===== config.mk =====
export PLATFORM = sky130hd
export DESIGN_NAME = mc_apb_master_flat
export DESIGN_NICKNAME = d
export VERILOG_FILES = /design/src/rtl/mc_apb_master_if.sv /design/src/rtl/mc_apb_master.sv /design/src/flat_wrapper.sv
export SDC_FILE = /design/constraint.sdc
export NUM_CORES = 1
export LEC_CHECK = 0
export CORE_UTILIZATION = 25
export DETAILED_ROUTE_END_ITERATION = 7
export GPL_TIMING_DRIVEN = 0
export SETUP_SLACK_MARGIN = 0.1
export SYNTH_ARGS = -nofsm -noshare
export SYNTH_HDL_FRONTEND = slang
export SYNTH_SLANG_ARGS = --single-unit
export TNS_END_PERCENT = 50

===== constraint.sdc =====
create_clock -name pclk -period 3.2 [get_ports pclk]
set_input_delay 0.48 -clock pclk [delete_from_list [all_inputs] [get_ports pclk]]
set_output_delay 0.48 -clock pclk [all_outputs]
set_load 0.02 [all_outputs]

===== src/rtl/mc_apb_master_if.sv =====
// Command, APB and response signal bundle for mc_apb_master.
// The master modport is the design side; slave is the requester/APB-slave side.
interface mc_apb_master_if;
  logic        cmd_valid;
  logic        cmd_ready;
  logic        cmd_write;
  logic [31:0] cmd_addr;
  logic [31:0] cmd_wdata;
  logic        psel;
  logic        penable;
  logic        pwrite;
  logic [31:0] paddr;
  logic [31:0] pwdata;
  logic [31:0] prdata;
  logic        pready;
  logic        rsp_valid;
  logic [31:0] rsp_rdata;
  logic        rsp_err;
  logic        busy;

  modport master (
    input  cmd_valid, cmd_write, cmd_addr, cmd_wdata, prdata, pready,
    output cmd_ready, psel, penable, pwrite, paddr, pwdata,
    output rsp_valid, rsp_rdata, rsp_err, busy
  );

  modport slave (
    output cmd_valid, cmd_write, cmd_addr, cmd_wdata, prdata, pready,
    input  cmd_ready, psel, penable, pwrite, paddr, pwdata,
    input  rsp_valid, rsp_rdata, rsp_err, busy
  );
endinterface


===== src/rtl/mc_apb_master.sv =====
// APB master fed by a command FIFO; returns one response pulse per transfer, in order.
// Define MC_APB_TIMEOUT_EN to build the ACCESS-phase wait counter and timeout abort.
module mc_apb_master #(
  parameter int FIFO_DEPTH = 4,
  parameter int TO_CYCLES  = 255
) (
  input logic             pclk,
  input logic             presetn,
  mc_apb_master_if.master bus
);
  localparam int AW = $clog2(FIFO_DEPTH);
  localparam int CW = AW + 1;

  if (FIFO_DEPTH < 2 || FIFO_DEPTH > 16 || (FIFO_DEPTH & (FIFO_DEPTH - 1)) != 0 ||
      TO_CYCLES < 1 || TO_CYCLES > 255) begin : g_param_check
    $error("mc_apb_master: FIFO_DEPTH or TO_CYCLES out of range");
  end

  typedef enum logic [1:0] {IDLE, SETUP, ACCESS} state_t;

  state_t        state, state_nxt;
  logic [64:0]   fifo_mem [FIFO_DEPTH];
  logic [AW-1:0] wr_ptr, rd_ptr;
  logic [CW-1:0] count;
  logic          fifo_full, fifo_empty, push, pop;
  logic [31:0]   paddr_q, pwdata_q, rdata_q;
  logic          pwrite_q, rsp_valid_q;
  logic          xfer_ok, xfer_abort, xfer_done;

  assign fifo_full  = (count == CW'(FIFO_DEPTH));
  assign fifo_empty = (count == '0);
  assign push       = bus.cmd_valid && !fifo_full;
  assign xfer_ok    = (state == ACCESS) && bus.pready;
  assign xfer_done  = xfer_ok || xfer_abort;

  // Storage is not reset; reset flushes the FIFO by clearing the pointers and count.
  always_ff @(posedge pclk) begin
    if (push) fifo_mem[wr_ptr] <= {bus.cmd_write, bus.cmd_addr, bus.cmd_wdata};
  end

  always_ff @(posedge pclk or negedge presetn) begin
    if (!presetn) begin
      wr_ptr <= '0;
      rd_ptr <= '0;
      count  <= '0;
    end else begin
      if (push) wr_ptr <= wr_ptr + AW'(1);
      if (pop)  rd_ptr <= rd_ptr + AW'(1);
      case ({push, pop})
        2'b10:   count <= count + CW'(1);
        2'b01:   count <= count - CW'(1);
        default: count <= count;
      endcase
    end
  end

  always_ff @(posedge pclk or negedge presetn) begin
    if (!presetn) state <= IDLE;
    else          state <= state_nxt;
  end

  // Completion pops the next entry directly so back-to-back transfers skip IDLE.
  always_comb begin
    state_nxt = state;
    pop       = 1'b0;
    case (state)
      IDLE: begin
        if (!fifo_empty) begin
          pop       = 1'b1;
          state_nxt = SETUP;
        end
      end
      SETUP: state_nxt = ACCESS;
      ACCESS: begin
        if (xfer_done) begin
          if (!fifo_empty) begin
            pop       = 1'b1;
            state_nxt = SETUP;
          end else begin
            state_nxt = IDLE;
          end
        end
      end
      default: state_nxt = IDLE;
    endcase
  end

  always_ff @(posedge pclk or negedge presetn) begin
    if (!presetn) begin
      paddr_q     <= '0;
      pwdata_q    <= '0;
      pwrite_q    <= 1'b0;
      rsp_valid_q <= 1'b0;
      rdata_q     <= '0;
    end else begin
      if (pop) {pwrite_q, paddr_q, pwdata_q} <= fifo_mem[rd_ptr];
      rsp_valid_q <= xfer_done;
      if (xfer_done) rdata_q <= (xfer_ok && !pwrite_q) ? bus.prdata : 32'h0;
    end
  end

`ifdef MC_APB_TIMEOUT_EN
  logic [7:0] wait_cnt;
  logic       rsp_err_q;

  // pready on the cycle the count hits the limit still wins over the abort.
  assign xfer_abort = (state == ACCESS) && !bus.pready && (wait_cnt == 8'(TO_CYCLES));

  always_ff @(posedge pclk or negedge presetn) begin
    if (!presetn) begin
      wait_cnt  <= '0;
      rsp_err_q <= 1'b0;
    end else begin
      if (state == SETUP)                         wait_cnt <= '0;
      else if (state == ACCESS && !bus.pready)    wait_cnt <= wait_cnt + 8'd1;
      rsp_err_q <= xfer_abort;
    end
  end

  assign bus.rsp_err = rsp_err_q;
`else
  assign xfer_abort  = 1'b0;
  assign bus.rsp_err = 1'b0;
`endif

  assign bus.cmd_ready = !fifo_full;
  assign bus.busy      = !fifo_empty || (state != IDLE);
  assign bus.psel      = (state == SETUP) || (state == ACCESS);
  assign bus.penable   = (state == ACCESS);
  assign bus.pwrite    = pwrite_q;
  assign bus.paddr     = paddr_q;
  assign bus.pwdata    = pwdata_q;
  assign bus.rsp_valid = rsp_valid_q;
  assign bus.rsp_rdata = rdata_q;
endmodule


===== src/flat_wrapper.sv =====
// flat-port wrapper written by rule: the top's interface ports become plain ports
module mc_apb_master_flat 
#(
  parameter int FIFO_DEPTH = 4,
  parameter int TO_CYCLES  = 255
)
  (pclk, presetn, bus_cmd_valid, bus_cmd_write, bus_cmd_addr, bus_cmd_wdata, bus_prdata, bus_pready, bus_cmd_ready, bus_psel, bus_penable, bus_pwrite, bus_paddr, bus_pwdata, bus_rsp_valid, bus_rsp_rdata, bus_rsp_err, bus_busy);
  mc_apb_master_if bus_i ();
  input logic pclk;
  input logic presetn;
  input wire logic [$bits(bus_i.cmd_valid)-1:0] bus_cmd_valid;
  input wire logic [$bits(bus_i.cmd_write)-1:0] bus_cmd_write;
  input wire logic [$bits(bus_i.cmd_addr)-1:0] bus_cmd_addr;
  input wire logic [$bits(bus_i.cmd_wdata)-1:0] bus_cmd_wdata;
  input wire logic [$bits(bus_i.prdata)-1:0] bus_prdata;
  input wire logic [$bits(bus_i.pready)-1:0] bus_pready;
  output wire logic [$bits(bus_i.cmd_ready)-1:0] bus_cmd_ready;
  output wire logic [$bits(bus_i.psel)-1:0] bus_psel;
  output wire logic [$bits(bus_i.penable)-1:0] bus_penable;
  output wire logic [$bits(bus_i.pwrite)-1:0] bus_pwrite;
  output wire logic [$bits(bus_i.paddr)-1:0] bus_paddr;
  output wire logic [$bits(bus_i.pwdata)-1:0] bus_pwdata;
  output wire logic [$bits(bus_i.rsp_valid)-1:0] bus_rsp_valid;
  output wire logic [$bits(bus_i.rsp_rdata)-1:0] bus_rsp_rdata;
  output wire logic [$bits(bus_i.rsp_err)-1:0] bus_rsp_err;
  output wire logic [$bits(bus_i.busy)-1:0] bus_busy;
  assign bus_i.cmd_valid = bus_cmd_valid;
  assign bus_i.cmd_write = bus_cmd_write;
  assign bus_i.cmd_addr = bus_cmd_addr;
  assign bus_i.cmd_wdata = bus_cmd_wdata;
  assign bus_i.prdata = bus_prdata;
  assign bus_i.pready = bus_pready;
  assign bus_cmd_ready = bus_i.cmd_ready;
  assign bus_psel = bus_i.psel;
  assign bus_penable = bus_i.penable;
  assign bus_pwrite = bus_i.pwrite;
  assign bus_paddr = bus_i.paddr;
  assign bus_pwdata = bus_i.pwdata;
  assign bus_rsp_valid = bus_i.rsp_valid;
  assign bus_rsp_rdata = bus_i.rsp_rdata;
  assign bus_rsp_err = bus_i.rsp_err;
  assign bus_busy = bus_i.busy;
  mc_apb_master #(.FIFO_DEPTH(FIFO_DEPTH), .TO_CYCLES(TO_CYCLES)) u_core (.pclk(pclk), .presetn(presetn), .bus(bus_i));
endmodule

==> impl_metrics.tcl <==
set metrics [dict create \
    utilization 0.3384 \
    drv_cap 0 \
    syn-num-nets 784 \
    slowest_stage "fa_1" \
    fillers 5181 \
    initial_core_util 0.2553 \
    die_w_um 237.3 \
    dp.cells 1576 \
    cts_root_buf "clkbuf_16" \
    yosys_register_bits 367 \
    grt_pass1_vias 7695 \
    cellPowerDensity_mw_per_mm2 1024 \
    finalNonFillerCells 1655 \
    wl_mm 31.54 \
    place_ws_ns -0.3900 \
    antennaDiodeCount 0 \
    clk_path_buf_depth 3 \
    yosysSeqAreaShare 0.7572 \
    num_vias 6981 \
    drt_iter0_drc 322 \
    die_y_um 237.3 \
    dp_hpwl_mm 19.53 \
    viasPerCell 4.218 \
    yosys_warnings 0 \
    cts_sinks 367 \
    grt_first_pass_wirelength_mm 47.76 \
    clock.fmax_mhz 359.5 \
    setup_slack_ns 0.4182 \
    rows 85 \
    fin_crit_sh 0.8693 \
    setup_viol 0 \
    htreeDepth 2 \
    regArea_sq_mm 0.01049 \
    ir_worst_vdd_mv 0.5273 \
    criticalPathCategory "flop to flop" \
    area_delta_synth_final_pct 32.57 \
    slowest_delay_ns 0.43 \
    maxSlewHeadroom 0.3784 \
    slew_viol_final 0 \
    ys_types 30 \
    cp.required_ns 3.67 \
    p_total_uw 18790 \
    cts_tree "yes" \
    synth_area_sq_mm 0.01385 \
    avgSynthCellArea_sq_um 20.58 \
    firstDrtPassIters 4 \
    place.gp.congestion 0.6899 \
    endpoint_kind "flop" \
    dieArea_sq_mm 0.05633 \
    p_leak_uw 0.006501 \
    tightest_slew_ns 0.9324 \
    arrival_ns 3.25 \
    core_area_sq_mm 0.05424 \
    grt_use_total 0.1143 \
    multi_input_area_sq_mm 0.003136 \
    antenna_left 0 \
    syn_inst 673 \
    antenna_found_initial 5 \
    clk_pin_slew_worst_paths_ns 0.06 \
    hp-class "input port to asynchronous set/reset pin" \
    rsz0062_at_grt "no" \
    ioPinCount 204 \
    drc 0 \
    grt_start_max_net_pins 81 \
    worstSkewPairLatency_ns 0.57 \
    layout-drive-gt1-share 0.2325 \
    hold_viol 0 \
    nets 1036 \
    cp-start-kind "flop" \
    io_buffers 202 \
    cts_made_buffers 42 \
    crit_chain "inv_1 -> ha_1 -> a21oi_1 -> nor2_4 -> buf_4 -> buf_6 -> ha_1 -> inv_1 -> fa_1 -> xor2_1 -> nor2_1 -> xor2_1" \
    min_period_ns 2.782 \
    status "finished, final reports clean" \
    wire_per_inst_um 19.06 \
    cp_max_fo 10 \
    worst_hold_slack_ns 0.3874 \
    grt_overflow 0 \
    fin_skew_ns 0.03148 \
]
==> path summary, 6_finish.rpt <==
path / cells after the start / end / from / slack, ns
max reg2reg: 12 / u_core.count[2]$_DFFE_PN0P_ / u_core.state[0]$_DFFE_PN0P_ / 0.42
min reg2reg: 2 / u_core.bus.rsp_rdata[21]$_DFFE_PN0N_ / u_core.bus.rsp_rdata[21]$_DFFE_PN0N_ / 0.48
max in group asynchronous: 3 / u_core.bus.pwdata[25]$_DFFE_PN0P_ / presetn / 2.01
min: 2 / u_core.bus.rsp_rdata[15]$_DFFE_PN0N_ / presetn / 0.39
min in group pclk: 2 / u_core.bus.rsp_rdata[21]$_DFFE_PN0N_ / u_core.bus.rsp_rdata[21]$_DFFE_PN0N_ / 0.48
max: 12 / u_core.count[2]$_DFFE_PN0P_ / u_core.state[0]$_DFFE_PN0P_ / 0.42
==> report_power, final <==
part           switching (uW)  leakage, uW  total, uW  internal (uW)
Sequential                501      0.00368       7010           6510
Combinational            3330      0.00212       6830           3500
Clock                    1930     0.000698       4950           3020
==> layer usage <==
layer | routed length, um | part of all wire | track usage
met4 | 690 | 0.022 | 0.03460
met2 | 15000 | 0.48 | 0.1875
met5 | 72 | 0.0023 | 0
met3 | 2187 | 0.069 | 0.03960
met1 | 13590 | 0.43 | 0.1416
==> cells in the final DEF, fill, tap and decap left out, types with 5 or more instances in the layout <==
master and instances:
clkdlybuf4s50_1 201, clkinv_2 7, clkbuf_16 44, nand2_1 35, mux2_4 28, o21ai_0 33
clkbuf_1 22, clkinv_1 5, mux2_2 39, dfrtp_1 107, edfxtp_1 260, buf_1 5
nand2b_1 32, mux4_2 65, ha_1 9, buf_16 5, buf_2 7, inv_1 10
bufinv_16 6
==> what timing repair did <==
item	in CTS	in global routing
buffers inserted	0	0
pin swaps	0	0
endpoints found under the setup margin	2	1
gates resized for setup	2	2
endpoints found under the hold margin	27	0
hold buffers	1	0
==> layout make-up <==
type | count | area share
clock inverter | 23 | 0.01588
multi-input combinational | 263 | 0.1708
clock buffer | 55 | 0.06223
tap | 696 | 0.04744
buffer | 33 | 0.01213
timing repair buffer | 208 | 0.1183
sequential | 367 | 0.5712
inverter | 10 | 0.002045
==> logic make-up after synthesis <==
group	after synthesis	share of synthesized area
multiplexers	132	0.1678
AO/OA/AOI/OAI	37	0.01392
flip-flops	367	0.7572
buffers and inverters	43	0.01834
adder cells (fa/ha/maj)	10	0.009578
other	1	0.0002708
AND/OR/NAND/NOR	77	0.02910
XOR/XNOR	6	0.003795
==> per-stage QoR <==
stage	area [sq um]	TNS (ns)
finish	18360	0
global route	18360	0
CTS	18350	0
detailed placement	16900	-0.5776
global placement	16740	-796.24
floorplan	13850	0
==> Yosys cell counts <==
cell type | count | area [sq um]
nand2b_1 | 32 | 200.2
clkbuf_1 | 11 | 41.29
xnor2_1 | 2 | 17.52
fa_1 | 1 | 20.02
ha_1 | 9 | 112.6
buf_6 | 1 | 11.26
mux4_2 | 65 | 1464
o21ai_0 | 33 | 165.2
a21oi_1 | 2 | 10.01
buf_2 | 8 | 40.04
xor2_1 | 4 | 35.03
and2_1 | 1 | 6.260
a2bb2oi_1 | 1 | 8.760
conb_1 | 1 | 3.750
o32ai_1 | 1 | 8.760
nand2_1 | 35 | 131.4
buf_4 | 4 | 30.03
and3_1 | 4 | 25.02
nor3b_1 | 1 | 7.510
or3b_1 | 1 | 8.760
mux2_2 | 39 | 439.2
edfxtp_1 | 260 | 7807
mux2_4 | 28 | 420.4
nor3_4 | 1 | 16.27
inv_1 | 10 | 37.54
dfrtp_1 | 107 | 2678
buf_8 | 1 | 15.01
buf_12 | 3 | 60.06
nor2_1 | 2 | 7.510
buf_1 | 5 | 18.77
==> worst max-delay path: cells and delay by family (launching register included) <==
family                   cells  cell delay [ns]
buffers and inverters        4             0.69
XOR/XNOR                     2             0.30
AND/OR/NAND/NOR              2             0.30
AO/OA/AOI/OAI                1             0.15
flip-flops                   1             0.40
adder cells (fa/ha/maj)      3             0.86
==> flip-flops by register name, summed over array words and instances, names as in the netlist <==
register              cells
u_core.fifo_mem         260
u_core.bus.paddr         32
u_core.bus.pwdata        32
u_core.bus.rsp_rdata     32
u_core.count              3
u_core.rd_ptr             2
u_core.state              2
u_core.wr_ptr             2
u_core.bus.pwrite         1
u_core.bus.rsp_valid      1
Note: power is estimated with default switching activity, not from simulation.
